### config.mk
export PLATFORM = sky130hd
export DESIGN_NAME = sgdmac_rd_scheduler
export DESIGN_NICKNAME = d
export VERILOG_FILES = /design/src/rtl/sgdmac_pkg.sv /design/src/rtl/sgdmac_ot_counter.sv /design/src/rtl/sgdmac_rd_scheduler.sv
export SDC_FILE = /design/constraint.sdc
export NUM_CORES = 1
export LEC_CHECK = 0
export CORE_MARGIN = 5
export CORE_UTILIZATION = 35
export CTS_CLUSTER_SIZE = 16
export DETAILED_ROUTE_END_ITERATION = 6
export GPL_ROUTABILITY_DRIVEN = 1
export PLACE_DENSITY = 0.71
export SETUP_SLACK_MARGIN = 0.2
export SLEW_MARGIN = 20
export SYNTH_ARGS = -nofsm -noshare
export SYNTH_HDL_FRONTEND = slang
export SYNTH_HIERARCHICAL = 1
export SYNTH_SLANG_ARGS = --single-unit
### constraint.sdc
create_clock -name clk -period 3.5 [get_ports clk]
set_input_delay 0.525 -clock clk [delete_from_list [all_inputs] [get_ports clk]]
set_output_delay 0.525 -clock clk [all_outputs]
set_load 0.02 [all_outputs]
### src/rtl/sgdmac_pkg.sv
// Shared definitions for the SGDMAC read-side scheduler.
//   - AXI AR field widths
//   - sched_state_t: scheduler FSM states
//   - rr_pick(): round-robin one-hot grant over up to RR_MAX_REQ requesters
package sgdmac_pkg;

  localparam int unsigned AXI_ID_W    = 4;
  localparam int unsigned AXI_ADDR_W  = 32;
  localparam int unsigned AXI_LEN_W   = 4;
  localparam int unsigned AXI_SIZE_W  = 3;
  localparam int unsigned AXI_BURST_W = 2;

  // Upper bound on requesters; ARID width limits the index space.
  localparam int unsigned RR_MAX_REQ  = 16;

  typedef enum logic {
    IDLE  = 1'b0,
    ISSUE = 1'b1
  } sched_state_t;

  // First set bit of req at or after ptr, wrapping modulo n. One-hot result,
  // all zeros when nothing is requested.
  function automatic logic [RR_MAX_REQ-1:0] rr_pick(
    input logic [RR_MAX_REQ-1:0] req,
    input logic [AXI_ID_W-1:0]   ptr,
    input int unsigned           n = RR_MAX_REQ
  );
    logic [RR_MAX_REQ-1:0] gnt;
    logic                  found;
    logic [AXI_ID_W-1:0]   idx;
    gnt   = '0;
    found = 1'b0;
    for (int unsigned off = 0; off < RR_MAX_REQ; off++) begin
      idx = AXI_ID_W'((32'(ptr) + off) % n);
      if ((off < n) && !found && req[idx]) begin
        gnt[idx] = 1'b1;
        found    = 1'b1;
      end
    end
    return gnt;
  endfunction

endpackage

### src/rtl/sgdmac_ot_counter.sv
// Per-requester outstanding-burst counter.
//   clk, rst     : clock, synchronous active-high reset
//   inc_i        : AR burst accepted for this requester
//   dec_i        : RLAST beat accepted for this requester
//   cnt_o        : bursts in flight
//   full_o       : cnt_o has reached MAX_OUTSTANDING
//   underflow_o  : decrement requested while cnt_o is zero (count held at 0)
module sgdmac_ot_counter #(
  parameter  int unsigned MAX_OUTSTANDING = 4,
  localparam int unsigned CNT_W           = $clog2(MAX_OUTSTANDING + 1)
) (
  input  logic             clk,
  input  logic             rst,
  input  logic             inc_i,
  input  logic             dec_i,
  output logic [CNT_W-1:0] cnt_o,
  output logic             full_o,
  output logic             underflow_o
);

  logic [CNT_W-1:0] cnt_q, cnt_d;

  // Simultaneous inc and dec cancel out.
  always_comb begin
    cnt_d       = cnt_q;
    underflow_o = 1'b0;
    if (inc_i && !dec_i) begin
      if (cnt_q != CNT_W'(MAX_OUTSTANDING)) cnt_d = cnt_q + CNT_W'(1);
    end else if (dec_i && !inc_i) begin
      if (cnt_q == '0) underflow_o = 1'b1;
      else             cnt_d       = cnt_q - CNT_W'(1);
    end
  end

  always_ff @(posedge clk) begin
    if (rst) cnt_q <= '0;
    else     cnt_q <= cnt_d;
  end

  assign cnt_o  = cnt_q;
  assign full_o = (cnt_q >= CNT_W'(MAX_OUTSTANDING));

endmodule

### src/rtl/sgdmac_rd_scheduler.sv
// Read-side scheduler: round-robin AR arbitration between N_MASTER
// requesters with per-requester outstanding limits, ARID = requester index,
// and RID-based routing of R valid/ready.
//   req_ar*_i / req_arready_o : per-requester AR channel (packed, slice k)
//   req_rvalid_o / req_rready_i : per-requester R handshake
//   ar*_o / arready_i : registered AXI AR master
//   rid_i, rlast_i, rvalid_i / rready_o : AXI R control
//   idle_o : no AR pending and nothing in flight
//   err_o  : sticky; unknown RID or RLAST with no burst outstanding
module sgdmac_rd_scheduler
  import sgdmac_pkg::*;
#(
  parameter int unsigned N_MASTER        = 2,
  parameter int unsigned MAX_OUTSTANDING = 4
) (
  input  logic                            clk,
  input  logic                            rst,
  input  logic [N_MASTER-1:0]             req_arvalid_i,
  input  logic [N_MASTER*AXI_ADDR_W-1:0]  req_araddr_i,
  input  logic [N_MASTER*AXI_LEN_W-1:0]   req_arlen_i,
  input  logic [N_MASTER*AXI_SIZE_W-1:0]  req_arsize_i,
  input  logic [N_MASTER*AXI_BURST_W-1:0] req_arburst_i,
  output logic [N_MASTER-1:0]             req_arready_o,
  output logic [N_MASTER-1:0]             req_rvalid_o,
  input  logic [N_MASTER-1:0]             req_rready_i,
  output logic [AXI_ID_W-1:0]             arid_o,
  output logic [AXI_ADDR_W-1:0]           araddr_o,
  output logic [AXI_LEN_W-1:0]            arlen_o,
  output logic [AXI_SIZE_W-1:0]           arsize_o,
  output logic [AXI_BURST_W-1:0]          arburst_o,
  output logic                            arvalid_o,
  input  logic                            arready_i,
  input  logic [AXI_ID_W-1:0]             rid_i,
  input  logic                            rlast_i,
  input  logic                            rvalid_i,
  output logic                            rready_o,
  output logic                            idle_o,
  output logic                            err_o
);

  localparam int unsigned CNT_W = $clog2(MAX_OUTSTANDING + 1);

  sched_state_t state_q, state_d;
  logic [AXI_ID_W-1:0]    rr_ptr_q, rr_ptr_d;
  logic                   arvalid_q, arvalid_d;
  logic [AXI_ID_W-1:0]    arid_q, arid_d;
  logic [AXI_ADDR_W-1:0]  araddr_q, araddr_d;
  logic [AXI_LEN_W-1:0]   arlen_q, arlen_d;
  logic [AXI_SIZE_W-1:0]  arsize_q, arsize_d;
  logic [AXI_BURST_W-1:0] arburst_q, arburst_d;
  logic                   err_q, err_d;

  logic [N_MASTER-1:0]       full, underflow, inc, dec, elig;
  logic [N_MASTER*CNT_W-1:0] cnt_flat;
  logic [RR_MAX_REQ-1:0]     grant;
  logic [AXI_ID_W-1:0]       win_idx;
  logic                      ar_hs, rid_ok, r_beat;

  assign elig  = req_arvalid_i & ~full;
  assign ar_hs = (state_q == ISSUE) & arready_i;
  assign grant = rr_pick(RR_MAX_REQ'(elig), rr_ptr_q, N_MASTER);

  always_comb begin
    win_idx = '0;
    for (int unsigned k = 0; k < RR_MAX_REQ; k++)
      if (grant[k]) win_idx = AXI_ID_W'(k);
  end

  // R routing; beats with an unknown RID are drained.
  always_comb begin
    rid_ok       = (rid_i < AXI_ID_W'(N_MASTER));
    req_rvalid_o = '0;
    rready_o     = !rid_ok;
    for (int unsigned k = 0; k < N_MASTER; k++) begin
      if (rid_i == AXI_ID_W'(k)) begin
        req_rvalid_o[k] = rvalid_i;
        rready_o        = req_rready_i[k];
      end
    end
  end

  assign r_beat = rvalid_i & rready_o;

  for (genvar g = 0; g < N_MASTER; g++) begin : g_cnt
    assign inc[g] = ar_hs & (arid_q == AXI_ID_W'(g));
    assign dec[g] = r_beat & rlast_i & (rid_i == AXI_ID_W'(g));

    sgdmac_ot_counter #(
      .MAX_OUTSTANDING(MAX_OUTSTANDING)
    ) u_cnt (
      .clk        (clk),
      .rst        (rst),
      .inc_i      (inc[g]),
      .dec_i      (dec[g]),
      .cnt_o      (cnt_flat[g*CNT_W +: CNT_W]),
      .full_o     (full[g]),
      .underflow_o(underflow[g])
    );
  end

  always_comb begin
    state_d   = state_q;
    rr_ptr_d  = rr_ptr_q;
    arvalid_d = arvalid_q;
    arid_d    = arid_q;
    araddr_d  = araddr_q;
    arlen_d   = arlen_q;
    arsize_d  = arsize_q;
    arburst_d = arburst_q;
    case (state_q)
      IDLE: begin
        if (|elig) begin
          state_d   = ISSUE;
          arvalid_d = 1'b1;
          arid_d    = win_idx;
          for (int unsigned k = 0; k < N_MASTER; k++) begin
            if (win_idx == AXI_ID_W'(k)) begin
              araddr_d  = req_araddr_i[k*AXI_ADDR_W +: AXI_ADDR_W];
              arlen_d   = req_arlen_i[k*AXI_LEN_W +: AXI_LEN_W];
              arsize_d  = req_arsize_i[k*AXI_SIZE_W +: AXI_SIZE_W];
              arburst_d = req_arburst_i[k*AXI_BURST_W +: AXI_BURST_W];
            end
          end
        end
      end
      ISSUE: begin
        if (arready_i) begin
          state_d   = IDLE;
          arvalid_d = 1'b0;
          rr_ptr_d  = (arid_q == AXI_ID_W'(N_MASTER - 1)) ? '0 : arid_q + AXI_ID_W'(1);
        end
      end
    endcase
  end

  assign err_d = err_q | (rvalid_i & ~rid_ok) | (|underflow);

  always_ff @(posedge clk) begin
    if (rst) begin
      state_q   <= IDLE;
      rr_ptr_q  <= '0;
      arvalid_q <= 1'b0;
      arid_q    <= '0;
      araddr_q  <= '0;
      arlen_q   <= '0;
      arsize_q  <= '0;
      arburst_q <= '0;
      err_q     <= 1'b0;
    end else begin
      state_q   <= state_d;
      rr_ptr_q  <= rr_ptr_d;
      arvalid_q <= arvalid_d;
      arid_q    <= arid_d;
      araddr_q  <= araddr_d;
      arlen_q   <= arlen_d;
      arsize_q  <= arsize_d;
      arburst_q <= arburst_d;
      err_q     <= err_d;
    end
  end

  assign req_arready_o = inc;
  assign arvalid_o     = arvalid_q;
  assign arid_o        = arid_q;
  assign araddr_o      = araddr_q;
  assign arlen_o       = arlen_q;
  assign arsize_o      = arsize_q;
  assign arburst_o     = arburst_q;
  assign err_o         = err_q;
  assign idle_o        = (state_q == IDLE) & ~(|cnt_flat);

endmodule
==> impl_results.md <==
* Share of layout cells above drive strength 1 at 0.217
* Crit-path slowest cell: nor3_1
* Cell family with most CP delay: simple AND/OR/NAND/NOR gates
* Yosys warning count at 6
* Worst Path Buf+Inv at 2
* Cells after Synth at between 300 and 400
* Cell variety after synth at 33
* Post-Layout Cell Count at around 570
* Dpl hpwl at roughly 6300 µm
* Detailed-route via count at about 2800
* Total grt overflow at 0
* Post_cts resized at 0
* Detailed Route WL at ~8700 µm
* Placement Cell Area at roughly 4500 µm²
* Synth Cell Area at between 3000 and 4000 µm²
* Reg clk slew, reported paths at about 0.10 ns
* Routed len/inst at around 15 µm
* CP arrival at between 3 and 4 ns
* Critical-path cell list: clkdlybuf4s50_1 > nor3_1 > nand3_1 > nor2_1 > inv_1 > ha_1 > xnor2_1 > ha_1 > a21oi_2 > mux2_4 > a22o_1
* Initial cell density of the core at 0.354
* Placed cells at roughly 570
* First-pass GRT wire length at roughly 14000 µm
* Seq/Total Area, Yosys at 0.340
* Num rows at 34
* Worst endpoint required time at 3.71 ns
* Number of port buffers at approximately 140
* Commonest non-fill, non-tap cell in the layout: clkdlybuf4s50_1
* Slew headroom at 0.414
* Ys async rst share at 0
* R2r setup slk at approximately 1.1 ns
* Post-synth EDFFs at 0
* Fin area at between 4000 and 5000 µm²
* Lkg Pwr at ~1.7 nW
* RSZ-0062 raised after global routing: no
* Max-slew violations at 0
* Critical path endpoint category: register
* Worst vdd ir at approximately 0.22 mV
* First-pass DRT Iterations at 4
* Period utilization at 0.810
* Setup Skew at just over 0.004 ns
* Final Critical Period at around 2.8 ns
* DR DRC count at 0
* Setup_tns at 0 ns
* Hold Vio Cnt, Final at 0
* # IOs at around 150
* CTS root buffer: clkbuf_8
* Detailed Route Iter0 Violations at 70
* Run status: complete, no violations
* Core area at roughly 8600 µm²
* Ant diodes at 0
* CP peak stage delay at approximately 0.43 ns
* Clock Latency Late Sink at 0.31 ns
* Achievable Freq at 0.353 GHz
* Synth Area per Inst at 9.07 µm²
* Startpoint Class: input pin
* Overall power at between 1.5 and 2 mW
* CP Class: in2reg
* Vias/cell at 4.96
* Setup violations, final at 0
* Final GP Congestion at ~0.76
* Critical Path Fanout Max at 6
* # nets final at between 500 and 600
* CTS H-tree lvls at 2
* Post-CTS Setup Inserts at 0
* GRT Total Usage at 0.160
* Final hold slack at approximately 0.50 ns
* Most used cell, CP: ha_1
* CTS buffer count at 5
* Die area at 10700 µm²
* CTS tree: built
* Power Density at 353 nW/µm²
* HP Class: reg2reg
* CTS sink cnt at 52
* Number of global-route vias before repair at ~2800
* Post-CTS Hold Buffers at 0
* Most frequent cells in the layout: clkdlybuf4s50_1, nor2_1, dfxtp_1
* Pin count of the biggest net entering global routing at between 80 and 90
* Initial antenna violation count at 0
* Antenna Violating Nets Remaining at 0
* Max Root-Sink Buffers at 2
* Max_cap viols at 0
* Chip width at 103 µm
* Top FF cell, synth: dfxtp_1
* Yosys reg bits at 52
* Area Growth Syn to Fin at 49.3%
* Actual slew at the worst max-slew pin at approximately 0.88 ns
* Die Ht at just over 100 µm
per-layer routing:
| layer | vias up | routed length (µm) | GRT usage |
|---|---|---|---|
| li1 | 1401 | - | - |
| met3 | 12 | 591 | 0.0335 |
| met5 | - | 0 | 0 |
| met4 | 0 | 143 | 0.0448 |
| met1 | 1354 | 3510 | 0.193 |
| met2 | 81 | 4470 | 0.285 |
layout make-up:
cell class	instances	area, µm²
Clock buffer	6	82.6
Clock inverter	2	15.0
Fill cell	793	4070
Inverter	10	37.5
Multi-Input combinational cell	249	1770
Sequential cell	52	1040
Tap cell	108	135
Timing Repair Buffer	147	1480
synthesized netlist by cell type (all sizes together) (2+ instances only):
cell type / instances / share of area
nand3: 2 / 0.0033
ha: 8 / 0.033
dfxtp: 52 / 0.34
a22o: 2 / 0.0057
nor3b: 2 / 0.0049
xnor2: 4 / 0.011
mux2: 2 / 0.0098
nor3: 6 / 0.013
inv: 10 / 0.012
nand2b: 4 / 0.013
nor2: 63 / 0.077
nand2: 86 / 0.14
a21oi: 10 / 0.020
buf: 23 / 0.069
nor2b: 2 / 0.0041
and3: 4 / 0.0082
clkbuf: 5 / 0.0061
mux2i: 5 / 0.016
a311oi: 41 / 0.20
registers in the layout, summed over array words and instances, names as in the netlist:
register / count
arburst_o: 2
state_q: 1
rr_ptr_q: 1
arid_o: 1
err_o: 1
arlen_o: 4
araddr_o: 32
arvalid_o: 1
arsize_o: 3
g_cnt.u_cnt/cnt_o: 6
cells by family after synthesis:
logic type      count (synthesis)  synth area share
compound gates                 56             0.234
xor+xnor                        4            0.0115
fa+ha+maj                       8            0.0327
buf+inv                        38            0.0876
flops                          52             0.340
mux                             7            0.0262
other cells                     1           0.00123
simple gates                  171             0.266
worst register-to-register path: stages, from the launching register on:
cell,delay (ns)
dfxtp_1,0.49
nand2_1,0.14
nor2_1,0.31
ha_1,0.35
xnor2_1,0.10
ha_1,0.19
a21oi_2,0.17
mux2_4,0.31
a22o_1,0.19
metrics by stage:
| stage | utilization | setup slack, ns |
|---|---|---|
| after floorplan | - | 1.00 |
| after global placement | 0.518 | 0.458 |
| after detailed placement | 0.518 | 0.346 |
| after CTS | 0.529 | 0.695 |
| after global routing | 0.529 | 0.493 |
| final | 0.529 | 0.665 |
where the power goes:
part / total, mW / leakage, nW / switching [mW] / internal [mW]
clock: 0.376 / 0.0434 / 0.215 / 0.161
sequential: 0.678 / 0.431 / 0.0307 / 0.647
combinational: 0.558 / 1.22 / 0.277 / 0.282
total: 1.61 / 1.69 / 0.523 / 1.09
worst paths after layout:
| kind | cells past startpoint | end | startpoint |
|---|---|---|---|
| min reg2reg | 2 | arvalid_o | arvalid_o |
| max reg2reg | 8 | g_cnt[0].u_cnt/cnt_o[2] | state_q |
| min | 2 | arvalid_o | arvalid_o |
| max | 11 | g_cnt[0].u_cnt/cnt_o[2] | rid_i[3] |
(Power assumes the default switching activity.)
